[src/rtl/snitch_icache_refill_arbiter.sv]
// Round-robin arbiter sharing the L0->L1 refill port among the fetch ports.
// It enforces a per-port limit on outstanding refills, routes responses by ID and drains all refills before a flush.
module snitch_icache_refill_arbiter #(
    parameter int unsigned NR_FETCH_PORTS = 2,
    parameter int unsigned FETCH_AW       = 32,
    parameter int unsigned LINE_WIDTH     = 128,
    parameter int unsigned MAX_PENDING    = 2,
    localparam int unsigned ID_W = (NR_FETCH_PORTS > 1) ? $clog2(NR_FETCH_PORTS) : 1
) (
    input  logic                                     clk_i,
    input  logic                                     rst_ni,
    input  logic [NR_FETCH_PORTS-1:0][FETCH_AW-1:0]  in_addr_i,
    input  logic [NR_FETCH_PORTS-1:0]                in_valid_i,
    output logic [NR_FETCH_PORTS-1:0]                in_ready_o,
    output logic [LINE_WIDTH-1:0]                    in_rsp_data_o,
    output logic                                     in_rsp_error_o,
    output logic [NR_FETCH_PORTS-1:0]                in_rsp_valid_o,
    input  logic [NR_FETCH_PORTS-1:0]                in_rsp_ready_i,
    output logic [FETCH_AW-1:0]                      out_addr_o,
    output logic [ID_W-1:0]                          out_id_o,
    output logic                                     out_valid_o,
    input  logic                                     out_ready_i,
    input  logic [LINE_WIDTH-1:0]                    out_rsp_data_i,
    input  logic                                     out_rsp_error_i,
    input  logic [ID_W-1:0]                          out_rsp_id_i,
    input  logic                                     out_rsp_valid_i,
    output logic                                     out_rsp_ready_o,
    input  logic                                     flush_valid_i,
    output logic                                     flush_ready_o,
    output logic                                     busy_o
);
    localparam int unsigned CW = $clog2(MAX_PENDING + 1);

    typedef enum logic {RUN, DRAIN} state_e;

    state_e                    state_q, state_d;
    logic                      lock_q, lock_d;
    logic [ID_W-1:0]           lock_id_q, lock_id_d;
    logic [ID_W-1:0]           rr_q, rr_d;
    logic [CW-1:0]             pend_q [NR_FETCH_PORTS];
    logic [CW-1:0]             pend_d [NR_FETCH_PORTS];

    logic [NR_FETCH_PORTS-1:0] eligible, nonzero, rsp_sel, inc, dec;
    logic                      gnt_valid, req_hs, rsp_legal, rsp_port_ready, rsp_hs, all_idle;
    logic [ID_W-1:0]           gnt;

    always_comb begin
        eligible = '0;
        nonzero  = '0;
        rsp_sel  = '0;
        for (int unsigned i = 0; i < NR_FETCH_PORTS; i++) begin
            eligible[i] = in_valid_i[i] && (pend_q[i] < CW'(MAX_PENDING)) && (state_q == RUN);
            nonzero[i]  = (pend_q[i] != '0);
            rsp_sel[i]  = (out_rsp_id_i == ID_W'(i));
        end
    end

    // A locked grant wins unconditionally so an offered request is never withdrawn.
    always_comb begin
        gnt_valid = 1'b0;
        gnt       = '0;
        if (lock_q) begin
            gnt_valid = 1'b1;
            gnt       = lock_id_q;
        end else begin
            for (int unsigned k = 0; k < NR_FETCH_PORTS; k++) begin
                if (!gnt_valid && eligible[(32'(rr_q) + k) % NR_FETCH_PORTS]) begin
                    gnt_valid = 1'b1;
                    gnt       = ID_W'((32'(rr_q) + k) % NR_FETCH_PORTS);
                end
            end
        end
    end

    assign out_valid_o = rst_ni && gnt_valid;
    assign out_addr_o  = out_valid_o ? in_addr_i[gnt] : '0;
    assign out_id_o    = out_valid_o ? gnt : '0;
    assign req_hs      = out_valid_o && out_ready_i;

    always_comb begin
        in_ready_o = '0;
        for (int unsigned i = 0; i < NR_FETCH_PORTS; i++) begin
            in_ready_o[i] = out_valid_o && (gnt == ID_W'(i)) && out_ready_i;
        end
    end

    // Responses to unknown or idle ports are acknowledged and discarded.
    assign rsp_legal       = |(rsp_sel & nonzero);
    assign rsp_port_ready  = |(rsp_sel & in_rsp_ready_i);
    assign rsp_hs          = out_rsp_valid_i && rsp_legal && rsp_port_ready;
    assign in_rsp_valid_o  = (rst_ni && out_rsp_valid_i && rsp_legal) ? rsp_sel : '0;
    assign out_rsp_ready_o = rst_ni && (rsp_legal ? rsp_port_ready : 1'b1);
    assign in_rsp_data_o   = rst_ni ? out_rsp_data_i : '0;
    assign in_rsp_error_o  = rst_ni && out_rsp_error_i;

    assign all_idle      = ~|nonzero;
    assign flush_ready_o = rst_ni && (state_q == DRAIN) && all_idle && !lock_q && !out_valid_o;
    assign busy_o        = rst_ni && (!all_idle || out_valid_o);

    always_comb begin
        inc = '0;
        dec = '0;
        for (int unsigned i = 0; i < NR_FETCH_PORTS; i++) begin
            inc[i]    = req_hs && (gnt == ID_W'(i));
            dec[i]    = rsp_hs && rsp_sel[i];
            pend_d[i] = pend_q[i] + CW'(inc[i]) - CW'(dec[i]);
        end
    end

    always_comb begin
        rr_d      = rr_q;
        lock_d    = lock_q;
        lock_id_d = lock_id_q;
        state_d   = state_q;
        if (req_hs) begin
            rr_d   = (gnt == ID_W'(NR_FETCH_PORTS - 1)) ? '0 : gnt + ID_W'(1);
            lock_d = 1'b0;
        end else if (out_valid_o) begin
            lock_d    = 1'b1;
            lock_id_d = gnt;
        end
        case (state_q)
            RUN:     if (flush_valid_i) state_d = DRAIN;
            DRAIN:   if (flush_valid_i && flush_ready_o) state_d = RUN;
            default: state_d = RUN;
        endcase
    end

    always_ff @(posedge clk_i or negedge rst_ni) begin
        if (!rst_ni) begin
            state_q   <= RUN;
            lock_q    <= 1'b0;
            lock_id_q <= '0;
            rr_q      <= '0;
            for (int unsigned i = 0; i < NR_FETCH_PORTS; i++) pend_q[i] <= '0;
        end else begin
            state_q   <= state_d;
            lock_q    <= lock_d;
            lock_id_q <= lock_id_d;
            rr_q      <= rr_d;
            for (int unsigned i = 0; i < NR_FETCH_PORTS; i++) pend_q[i] <= pend_d[i];
        end
    end

    rsp_legal_a: assert property (@(posedge clk_i) disable iff (!rst_ni)
        out_rsp_valid_i |-> rsp_legal);

    for (genvar g = 0; g < NR_FETCH_PORTS; g++) begin : gen_pend_chk
        pend_ovf_a: assert property (@(posedge clk_i) disable iff (!rst_ni)
            !(inc[g] && !dec[g] && pend_q[g] == CW'(MAX_PENDING)));
    end
endmodule
[config.mk]
export PLATFORM = sky130hd
export DESIGN_NAME = snitch_icache_refill_arbiter
export DESIGN_NICKNAME = d
export VERILOG_FILES = /design/src/rtl/snitch_icache_refill_arbiter.sv
export SDC_FILE = /design/constraint.sdc
export NUM_CORES = 1
export LEC_CHECK = 0
export BUFFER_PORTS_ARGS = -buffer_cell sky130_fd_sc_hd__buf_2
export CAP_MARGIN = 20
export CORE_AREA = 2 2 145 147
export DETAILED_ROUTE_END_ITERATION = 8
export DIE_AREA = 0 0 147 149
export GPL_TIMING_DRIVEN = 0
export PLACE_DENSITY_LB_ADDON = 0.08
export SETUP_SLACK_MARGIN = 0.4
export SLEW_MARGIN = 20
export SYNTH_ARGS = -nofsm -noshare
export SYNTH_HDL_FRONTEND = slang
export SYNTH_SLANG_ARGS = --single-unit
[constraint.sdc]
create_clock -name clk_i -period 2.1 [get_ports clk_i]
set_input_delay 0.105 -clock clk_i [delete_from_list [all_inputs] [get_ports clk_i]]
set_output_delay 0.105 -clock clk_i [all_outputs]
set_load 0.02 [all_outputs]
Word-level counts from Yosys, hierarchy flattened
Index checks and enable logic that the tools add are counted.
Word-level totals
  register bits after elaboration: 8
  output and inout bits: 170
  word-level logic and storage cells: 86
Operators by class
  reduce and logical (&&, ||, !) cells: 39
  add/subtract/negate cells: 6
  mux-type cells: 24
  order comparisons: 5
  bitwise operators: 6
Operators with widths (number)
  128-bit 2-to-1 mux: 1
  32-bit 2-to-1 mux: 3
  1-bit logical AND: 27
  1-bit 2-to-1 mux: 18
  1-bit by 2-bit < comparator with 1-bit output (second input constant): 3
  2-bit nonzero test: 3
  2-bit OR reduction: 3
  2-bit by 1-bit adder with 2-bit output: 2
  2-bit bitwise AND: 2
  1-bit zero test: 4
  2-bit < comparator (second input constant): 2
  1-bit NOT: 4
  2-bit by 1-bit subtractor with 2-bit output: 2
  1-bit adder (second input constant): 2
  2-bit 2-to-1 mux: 1
  1-bit case mux with 2 select lines: 1
  2-bit AND reduction: 1
  1-bit logical OR: 1

Longest topological paths before layout
Gate-level depths: netlist (run 1).
  depth in word-level cells: 17
  mapped depth: 10

Least setup slack after synthesis (run 1)
Ideal clock, no wire load.
  path type: register to register
  from: reg state_q
  to: reg pend_q[3] in the netlist's numbering
  stages on the path, launching flop included: 10
  setup slack: -0.154 ns
  data required time: 1.977 ns
  buffers on the path: 0
  arrival: 2.130 ns
  setup time: 0.123 ns
  cell sequence: dfrtp_1 -> nor2b_2 -> a311oi_4 -> and3_4 -> inv_1 -> ha_1 -> inv_1 -> ha_1 -> xnor2_1 -> xnor2_1
RTL lines
  from (decl): line 36  | state_e state_q, state_d;
  from (signal assigned): line 137  | state_q <= state_d;
  to (decl): line 40  | logic [CW-1:0] pend_q [NR_FETCH_PORTS];

==> summary.txt, run 1 <==
Run status
  – Result of the run: complete, but fails checks
  – Violated checks: negative setup slack

Routing
  – Post-DR vias/cell: 3.700
  – Total number of vias: 3,656
  – Routed Wire Length: 14.57 mm
  – Initial drt markers: 113
  – Antenna violation net count after detailed routing: 0
  – Number of remaining DRC errors: 0
  – Met2 Routed Length: 8.062 mm
  – Routed length on met1: 5.357 mm
  – Per-cell routed wire length: 14.75 um
  – Count of TritonRoute iterations in the first routing pass: 4
  – Max Used Layer: met4
  – Detail Route met3 WL: 1.071 mm

Power
  – Fraction of power consumed by the clock network: 0.158
  – Switching pwr: 0.9258 mW
  – Fraction of power consumed by sequential logic: 0.136
  – Fraction of power spent switching nets: 0.4458
  – Pint: 1.151 mW
  – Pwr/cell area: 410.8 nW/um^2
  – Worst vdd rail ir drop: 0.2180 mV
  – Combinational cell fraction of total power: 0.706
  – Leakage: 2.635 nW
  – Final Total Pwr: 2.077 mW

Timing
  – Number of hold violations in the final report: 0
  – Max Fclk: 0.4698 GHz
  – Fraction of the cycle the final worst path needs: 1.014
  – Slew HR: 0.7048
  – Unrepaired setup endpoints after global routing: yes
  – Worst hold margin: 0.05022 ns
  – Clock period minus final worst setup slack: 2.129 ns
  – Transition at the pin with the smallest max-transition slack: 0.4428 ns
  – Final Max Slew Viols: 0
  – Setup slack of the critical path after layout: -0.02869 ns
  – Setup-violating endpoint count in the final report: 2
  – Clock skew after layout: 0.003427 ns

Setup path
  – Startpoint class of the critical path: register
  – Required time worst endpoint: 2.21 ns
  – Critical Path Fanout Max: 3
  – Data arrival, critical path: 2.24 ns
  – Element type at the critical path end: register
  – Crit Path Class: reg2reg

Synth
  – Flip-flop and latch count after synthesis: 8
  – Ys async rst share: 1.000
  – Post-Synthesis Cell Area: 1968 sq um
  – Cell types occupying the most area after synthesis: sky130_fd_sc_hd__and2_1, sky130_fd_sc_hd__dfrtp_1, sky130_fd_sc_hd__nand3_1
  – Library cells used by synthesis: 27
  – Sequential fraction of the synthesis area: 0.1017
  – Mapped Avg Cell Area: 6.288 sq um
  – EDFF count, synth: 0
  – Net Count, Synth: 520
  – Synth warn: 0
  – Gate count after technology mapping: 313
  – Proportion of netlist area held by the largest area contributor: 0.4100
  – Most frequent cells after synthesis: sky130_fd_sc_hd__and2_1, sky130_fd_sc_hd__nand2_1, sky130_fd_sc_hd__nand3_1
  – Biggest area consumer among synthesized cells: sky130_fd_sc_hd__and2_1
  – Most used flip-flop cell after synthesis: sky130_fd_sc_hd__dfrtp_1
  – Library cell with the highest instance count after synthesis: sky130_fd_sc_hd__and2_1

Global routing
  – Via count of the first global-routing pass: 3,417
  – Wire length of the first global-routing pass: 19.87 mm
  – Number of antenna violations at the first check in global routing: 1
  – Maximum number of pins on one net before global-route repair: 11
  – Global-route congestion overflow total: 0
  – Total global routing track utilization: 0.1169

Run
  – Number of max-cap violations: 0

Hold path
  – HP Class: in2reg

Floorplanning
  – Initial core utilization: 0.09574
  – Die X: 147 um
  – Die area: 21,900 sq um
  – Area of the core: 20,560 sq um
  – Die H: 149 um
  – Top Ports: 373
  – Number of rows created at floorplan: 53

Placement
  – Gp weighted congestion: 0.8461
  – Count of buffers from port buffering: 372
  – Dpl hpwl: 12.58 mm
  – Cell area after placement: 4215 sq um
  – Placement-stage worst setup slack: -0.7097 ns

Clock tree
  – Clock tree sinks: 8
  – Clk Tree Root Cell: sky130_fd_sc_hd__clkbuf_16
  – Htree depth: 1
  – Number of buffers between clock root and the deepest sink: 2
  – Skew-Pair Late Insertion Delay: 0.23 ns
  – Clock transition at path regs: 0.04 ns
  – CTS tree: done
  – Number of buffers added by the clock tree synthesis step: 3

Final layout
  – Layout overhead on the synthesized area: 156.9%
  – Number of nets at the end of the flow: 920
  – Layout cells sized above 1: 0.6835
  – Design Area, Final: 5056 sq um
## cells by family (layout without fill, tap and decap cells)
family,after synthesis,in the layout,share of synthesized area
flip-flops,8,8,0.1017
other,0,2,0
AND/OR/NAND/NOR,220,220,0.6281
XOR/XNOR,4,4,0.01780
AO/OA/AOI/OAI,43,43,0.1373
buffers and inverters,34,432,0.08963
adder cells (fa/ha/maj),4,4,0.02543
## cell type report
type                    count  area [sq um]
clock buffers               3         75.07
inverters                   6         25.02
fillers                  2380         15500
flip-flops and latches      8         201.4
diodes                      2         5.005
plain buffers              28         205.2
repair buffers            395          2277
multi-input cells         271          1923
well taps                 275         344.1
## power groups by stage
stage          clock (mW)  sequential, mW  combinational, mW
2_1_floorplan           0           0.271              0.689
3_3_place_gp            0           0.289               1.17
3_5_place_dp            0           0.289               1.17
4_1_cts             0.334           0.277               1.30
5_1_grt             0.340           0.292               1.59
6_report            0.328           0.282               1.47
## layout by cell type (no fill, tap or decap), types with 2 or more instances in the layout
master,n
sky130_fd_sc_hd__a21oi_1,5
sky130_fd_sc_hd__nand2_1,38
sky130_fd_sc_hd__xnor2_2,2
sky130_fd_sc_hd__diode_2,2
sky130_fd_sc_hd__nand2b_4,2
sky130_fd_sc_hd__buf_6,28
sky130_fd_sc_hd__o21ai_2,19
sky130_fd_sc_hd__nand3_2,29
sky130_fd_sc_hd__buf_8,6
sky130_fd_sc_hd__buf_4,32
sky130_fd_sc_hd__o21ai_1,14
sky130_fd_sc_hd__ha_4,3
sky130_fd_sc_hd__inv_1,3
sky130_fd_sc_hd__dfrtp_1,7
sky130_fd_sc_hd__and2_1,129
sky130_fd_sc_hd__nor2_1,7
sky130_fd_sc_hd__clkbuf_16,5
sky130_fd_sc_hd__inv_2,2
sky130_fd_sc_hd__buf_2,335
sky130_fd_sc_hd__clkbuf_1,10
sky130_fd_sc_hd__nor3_1,4
sky130_fd_sc_hd__clkbuf_2,7
sky130_fd_sc_hd__xnor2_1,2
sky130_fd_sc_hd__nand3_4,3
## critical path, stage by stage (launching register included)
cell and delay, ns:
sky130_fd_sc_hd__dfrtp_1 0.40, sky130_fd_sc_hd__o41a_4 0.53, sky130_fd_sc_hd__buf_8 0.13, sky130_fd_sc_hd__or2_1 0.21, sky130_fd_sc_hd__ha_1 0.29, sky130_fd_sc_hd__inv_2 0.04
sky130_fd_sc_hd__ha_4 0.15, sky130_fd_sc_hd__xnor2_2 0.12, sky130_fd_sc_hd__xnor2_1 0.13
## registers in the layout, indices dropped and copies added (netlist names)
register,count
lock_id_q,1
lock_q,1
pend_q,4
rr_q,1
state_q,1
## through the flow
| stage | util | TNS, ns | instances |
|---|---|---|---|
| final | 0.2460 | -0.03465 | 988 |
| after global routing | 0.2458 | -0.2487 | 987 |
| after CTS | 0.2206 | -0.06577 | 975 |
| after detailed placement | 0.2051 | -6.461 | 960 |
| after global placement | 0.2051 | -3.845 | 960 |
| after floorplan | - | -0.2279 | 313 |
## worst paths after layout
check                                    from   endpoint  slack (ns)  cells past startpoint
worst min-delay path            flush_valid_i    state_q        0.05                      2
worst max-delay path                  state_q  pend_q[1]       -0.03                      8
max in group asynchronous              rst_ni     lock_q        1.42                      2
min in group asynchronous              rst_ni  pend_q[3]        0.37                      2
worst min register to register           rr_q       rr_q        0.48                      1
worst max register to register        state_q  pend_q[1]       -0.03                      8
## per-layer routing
metal  global-route usage  vias up
met3              0.02171        6
met5                    0        -
met2               0.2362      174
li1                     -     1815
met4              0.01346        0
met1               0.1299     1661
## timing repair
item,CTS,global route
setup endpoints to repair,115,41
resized for setup,59,95
gates cloned,1,2
endpoints found under the hold margin,8,0
hold buffers,1,0
pin swaps,6,38
setup buffers,10,9
Power figures use the tool's default switching activity.
==> run 2, diff against run 1 <==
- ABC_AREA: default -> 1
- CORE_AREA: 2 2 145 147 -> 2 2 143 145
- CTS_BUF_LIST: default -> sky130_fd_sc_hd__clkbuf_16
- DIE_AREA: 0 0 147 149 -> 0 0 145 147
==> run 2 against run 1 <==
Total power shrank 6.8%. Clock power shrank 3%. Via count grew 8.3%. Cell count grew 14%. The run now ends clean. Area after synthesis grew 8.2%. Clock skew shrank 0.0018 ns. Flip-flop and latch count is the same. Die area shrank 2.7%. Largest power group unchanged. Critical path depth grew 4.
==> summary.txt, run 2 <==
Run status
  – Result of the run: complete, no violations

Floorplanning
  – Die H: 147 um (-1.3%)
  – Area of the core: 19,840 sq um (-3.5%)
  – Number of rows created at floorplan: 52 (-1.9%)
  – Die X: 145 um (-1.4%)
  – Initial core utilization: 0.1073 (+0.01157)
  – Die area: 21,320 sq um (-2.7%)
  – Top Ports: 373 (unchanged)

Synth
  – Most used flip-flop cell after synthesis: sky130_fd_sc_hd__dfrtp_1
  – Library cells used by synthesis: 23 (-15%)
  – Net Count, Synth: 664 (+28%)
  – Ys async rst share: 1.000 (unchanged)
  – Post-Synthesis Cell Area: 2130 sq um (+8.2%)
  – Gate count after technology mapping: 457 (+46%)
  – Sequential fraction of the synthesis area: 0.09401 (-0.007709)
  – Cell types occupying the most area after synthesis: sky130_fd_sc_hd__nand2_1, sky130_fd_sc_hd__inv_1, sky130_fd_sc_hd__nand3_1
  – Mapped Avg Cell Area: 4.660 sq um (-26%)
  – Proportion of netlist area held by the largest area contributor: 0.3014 (-0.1086)
  – Biggest area consumer among synthesized cells: sky130_fd_sc_hd__nand2_1
  – Most frequent cells after synthesis: sky130_fd_sc_hd__nand2_1, sky130_fd_sc_hd__inv_1, sky130_fd_sc_hd__nand3_1
  – Flip-flop and latch count after synthesis: 8 (unchanged)
  – Library cell with the highest instance count after synthesis: sky130_fd_sc_hd__nand2_1
  – Synth warn: 0 (unchanged)
  – EDFF count, synth: 0 (unchanged)

Power
  – Worst vdd rail ir drop: 0.2689 mV (+23%)
  – Pwr/cell area: 370.1 nW/um^2 (-9.9%)
  – Leakage: 3.840 nW (+46%)

Clock tree
  – Clock tree sinks: 8 (unchanged)
  – Htree depth: 1 (unchanged)
  – Clk Tree Root Cell: sky130_fd_sc_hd__clkbuf_16
  – CTS tree: done
  – Clock transition at path regs: 0.04 ns (about the same)
  – Number of buffers between clock root and the deepest sink: 2 (unchanged)
  – Skew-Pair Late Insertion Delay: 0.23 ns (about the same)
  – Number of buffers added by the clock tree synthesis step: 3 (unchanged)

Setup path
  – Worst reg2reg path endpoint: pend_q[1]
  – Setup slack of the most critical reg-to-reg path: 0.19 ns (+0.22 ns)
  – Depth of the most critical reg-to-reg path: 12 (+4)
  – Launch instance of the worst register-to-register path: state_q
  – Required time worst endpoint: 2.21 ns (about the same)
  – Startpoint class of the critical path: register
  – Element type at the critical path end: register
  – Crit Path Class: reg2reg
  – Data arrival, critical path: 2.02 ns (-0.22 ns)
  – Critical Path Fanout Max: 4 (+1)
  – Destination of the critical timing path: pend_q[1]
  – Critical Path Source: state_q

Final layout
  – End-of-flow core utilization: 0.2635 (+0.01754)
  – Number of flip-flops in the largest register: 4 (unchanged)
  – Layout overhead on the synthesized area: 145.5%
  – Layout cells sized above 1: 0.5754 (-0.1081)
  – Most frequent standard cell in the layout excluding fill and tap cells: sky130_fd_sc_hd__buf_2
  – Design Area, Final: 5229 sq um (+3.4%)
  – Leading cell types in the layout, fill and taps excluded: sky130_fd_sc_hd__buf_2, sky130_fd_sc_hd__nand2_1, sky130_fd_sc_hd__inv_1
  – Number of nets at the end of the flow: 1,064 (+16%)
  – Largest register by flop count: pend_q

Global routing
  – Number of antenna violations at the first check in global routing: 1 (unchanged)
  – Maximum number of pins on one net before global-route repair: 11 (unchanged)
  – Wire length of the first global-routing pass: 19.55 mm (-1.6%)
  – Via count of the first global-routing pass: 3,711 (+8.6%)
  – Total global routing track utilization: 0.1140 (-0.002950)
  – Global-route congestion overflow total: 0 (unchanged)

Timing
  – Clock period minus final worst setup slack: 1.912 ns (-0.2171 ns)
  – Slew HR: 0.6647 (-0.04005)
  – Max Fclk: 0.5231 GHz (+11%)
  – Fraction of the cycle the final worst path needs: 0.9103 (-0.1034)
  – Clock skew after layout: 0.001610 ns (-0.001817 ns)
  – Number of hold violations in the final report: 0 (unchanged)
  – Unrepaired setup endpoints after global routing: yes
  – Setup-violating endpoint count in the final report: 0 (-2)
  – Transition at the pin with the smallest max-transition slack: 0.5029 ns (+0.06008 ns)
  – TNS Setup: 0 ns (+0.03465 ns)
  – Final Max Slew Viols: 0 (unchanged)

Routing
  – Post-DR vias/cell: 3.518 (-4.9%)
  – Per-cell routed wire length: 11.90 um (-19%)
  – Count of TritonRoute iterations in the first routing pass: 4 (unchanged)
  – Antenna violation net count after detailed routing: 0 (unchanged)
  – Met2 Routed Length: 7.570 mm (-6.1%)
  – Detail Route met3 WL: 1.089 mm (+1.7%)
  – Routed Wire Length: 13.40 mm (-8.1%)
  – Total number of vias: 3,961 (+8.3%)
  – Number of remaining DRC errors: 0 (unchanged)
  – Routed length on met1: 4.657 mm (-13%)
  – Initial drt markers: 49 (-57%)
  – Max Used Layer: met4

Run
  – Number of max-cap violations: 0 (unchanged)

Placement
  – Cell area after placement: 4347 sq um (+3.1%)
  – Gp weighted congestion: 0.7480 (-12%)
  – Count of buffers from port buffering: 372 (unchanged)
  – Dpl hpwl: 11.10 mm (-12%)

Hold path
  – HP Class: in2reg
  – Source of the worst hold timing path: flush_valid_i
## run 2: changes by cell type after synthesis, sizes merged, moves of 2 or more
cell / change
a21oi: -5
and2: -129
buf: +12
clkbuf: -12
inv: +141
nand2: +133
nand2b: -2
nand3: +40
nor2: +3
nor3: -4
o21ai: -28
## run 2: timing repair
item	CTS	global route
pin swaps	10	27
resized for setup	44	128
setup buffers	16	2
cloned	3	1
setup endpoints to repair	80	44
hold buffers	1	0
hold endpoints to repair	8	0
## run 2: layout make-up
class / instances / area, sq um
well taps: 270 / 337.8
repair buffers: 395 / 2287
fillers: 2278 / 14620
diodes: 1 / 2.502
plain buffers: 28 / 211.5
inverters: 147 / 554.3
multi-input cells: 274 / 1560
clock buffers: 3 / 75.07
flip-flops and latches: 8 / 200.2
## run 2: report_power, final
part | switching (mW) | total [mW] | internal (mW)
logic | 0.747 | 1.35 | 0.601
registers | 0.0568 | 0.269 | 0.212
clock network | 0.0727 | 0.318 | 0.245
total | 0.877 | 1.94 | 1.06
## run 2: logic make-up after synthesis
group,count (synthesis),share of synthesized area
AOI/OAI and AO/OA,6,0.01704
xor gates and xnor gates,4,0.01645
adders and majority gates,4,0.02350
buffers and inverters,175,0.3355
DFF,8,0.09401
and+or+nand+nor,260,0.5135
## run 2: stage by stage
stage / worst slack, ns / cells / hold WS, ns / total power, mW
finish: 0.1884 / 1126 / 0.1477 / 1.935
global placement: 0.01688 / 1099 / -0.002725 / 1.332
CTS: 0.1765 / 1122 / 0.1381 / 1.799
global route: 0.1130 / 1126 / 0.1603 / 2.104
detailed placement: 0.04294 / 1099 / -0.003487 / 1.321
floorplan: 0.2776 / 457 / -0.1906 / 0.8508
## run 2: layer usage
layer  vias up  track usage
li1       2086            -
met1      1681       0.1128
met2       188       0.2381
met3         6      0.03075
met4         0      0.01634
met5         -            0
## run 2: critical path, stage by stage (launching register included)
cell	delay, ns
sky130_fd_sc_hd__dfrtp_1	0.40
sky130_fd_sc_hd__nor2_2	0.14
sky130_fd_sc_hd__nand3_2	0.13
sky130_fd_sc_hd__nor2_4	0.13
sky130_fd_sc_hd__nor2_4	0.05
sky130_fd_sc_hd__buf_6	0.12
sky130_fd_sc_hd__buf_6	0.11
sky130_fd_sc_hd__nor2_4	0.09
sky130_fd_sc_hd__inv_2	0.05
sky130_fd_sc_hd__ha_4	0.26
sky130_fd_sc_hd__inv_2	0.04
sky130_fd_sc_hd__ha_4	0.15
sky130_fd_sc_hd__xnor2_2	0.12
## run 2: how the worst min path moves through the flow
stage,depth (start not counted),endpoint
2_1_floorplan,0,lock_id_q
4_1_cts,3,state_q
3_3_place_gp,1,pend_q[2]
5_1_grt,3,state_q
3_5_place_dp,1,pend_q[3]
6_report,3,state_q
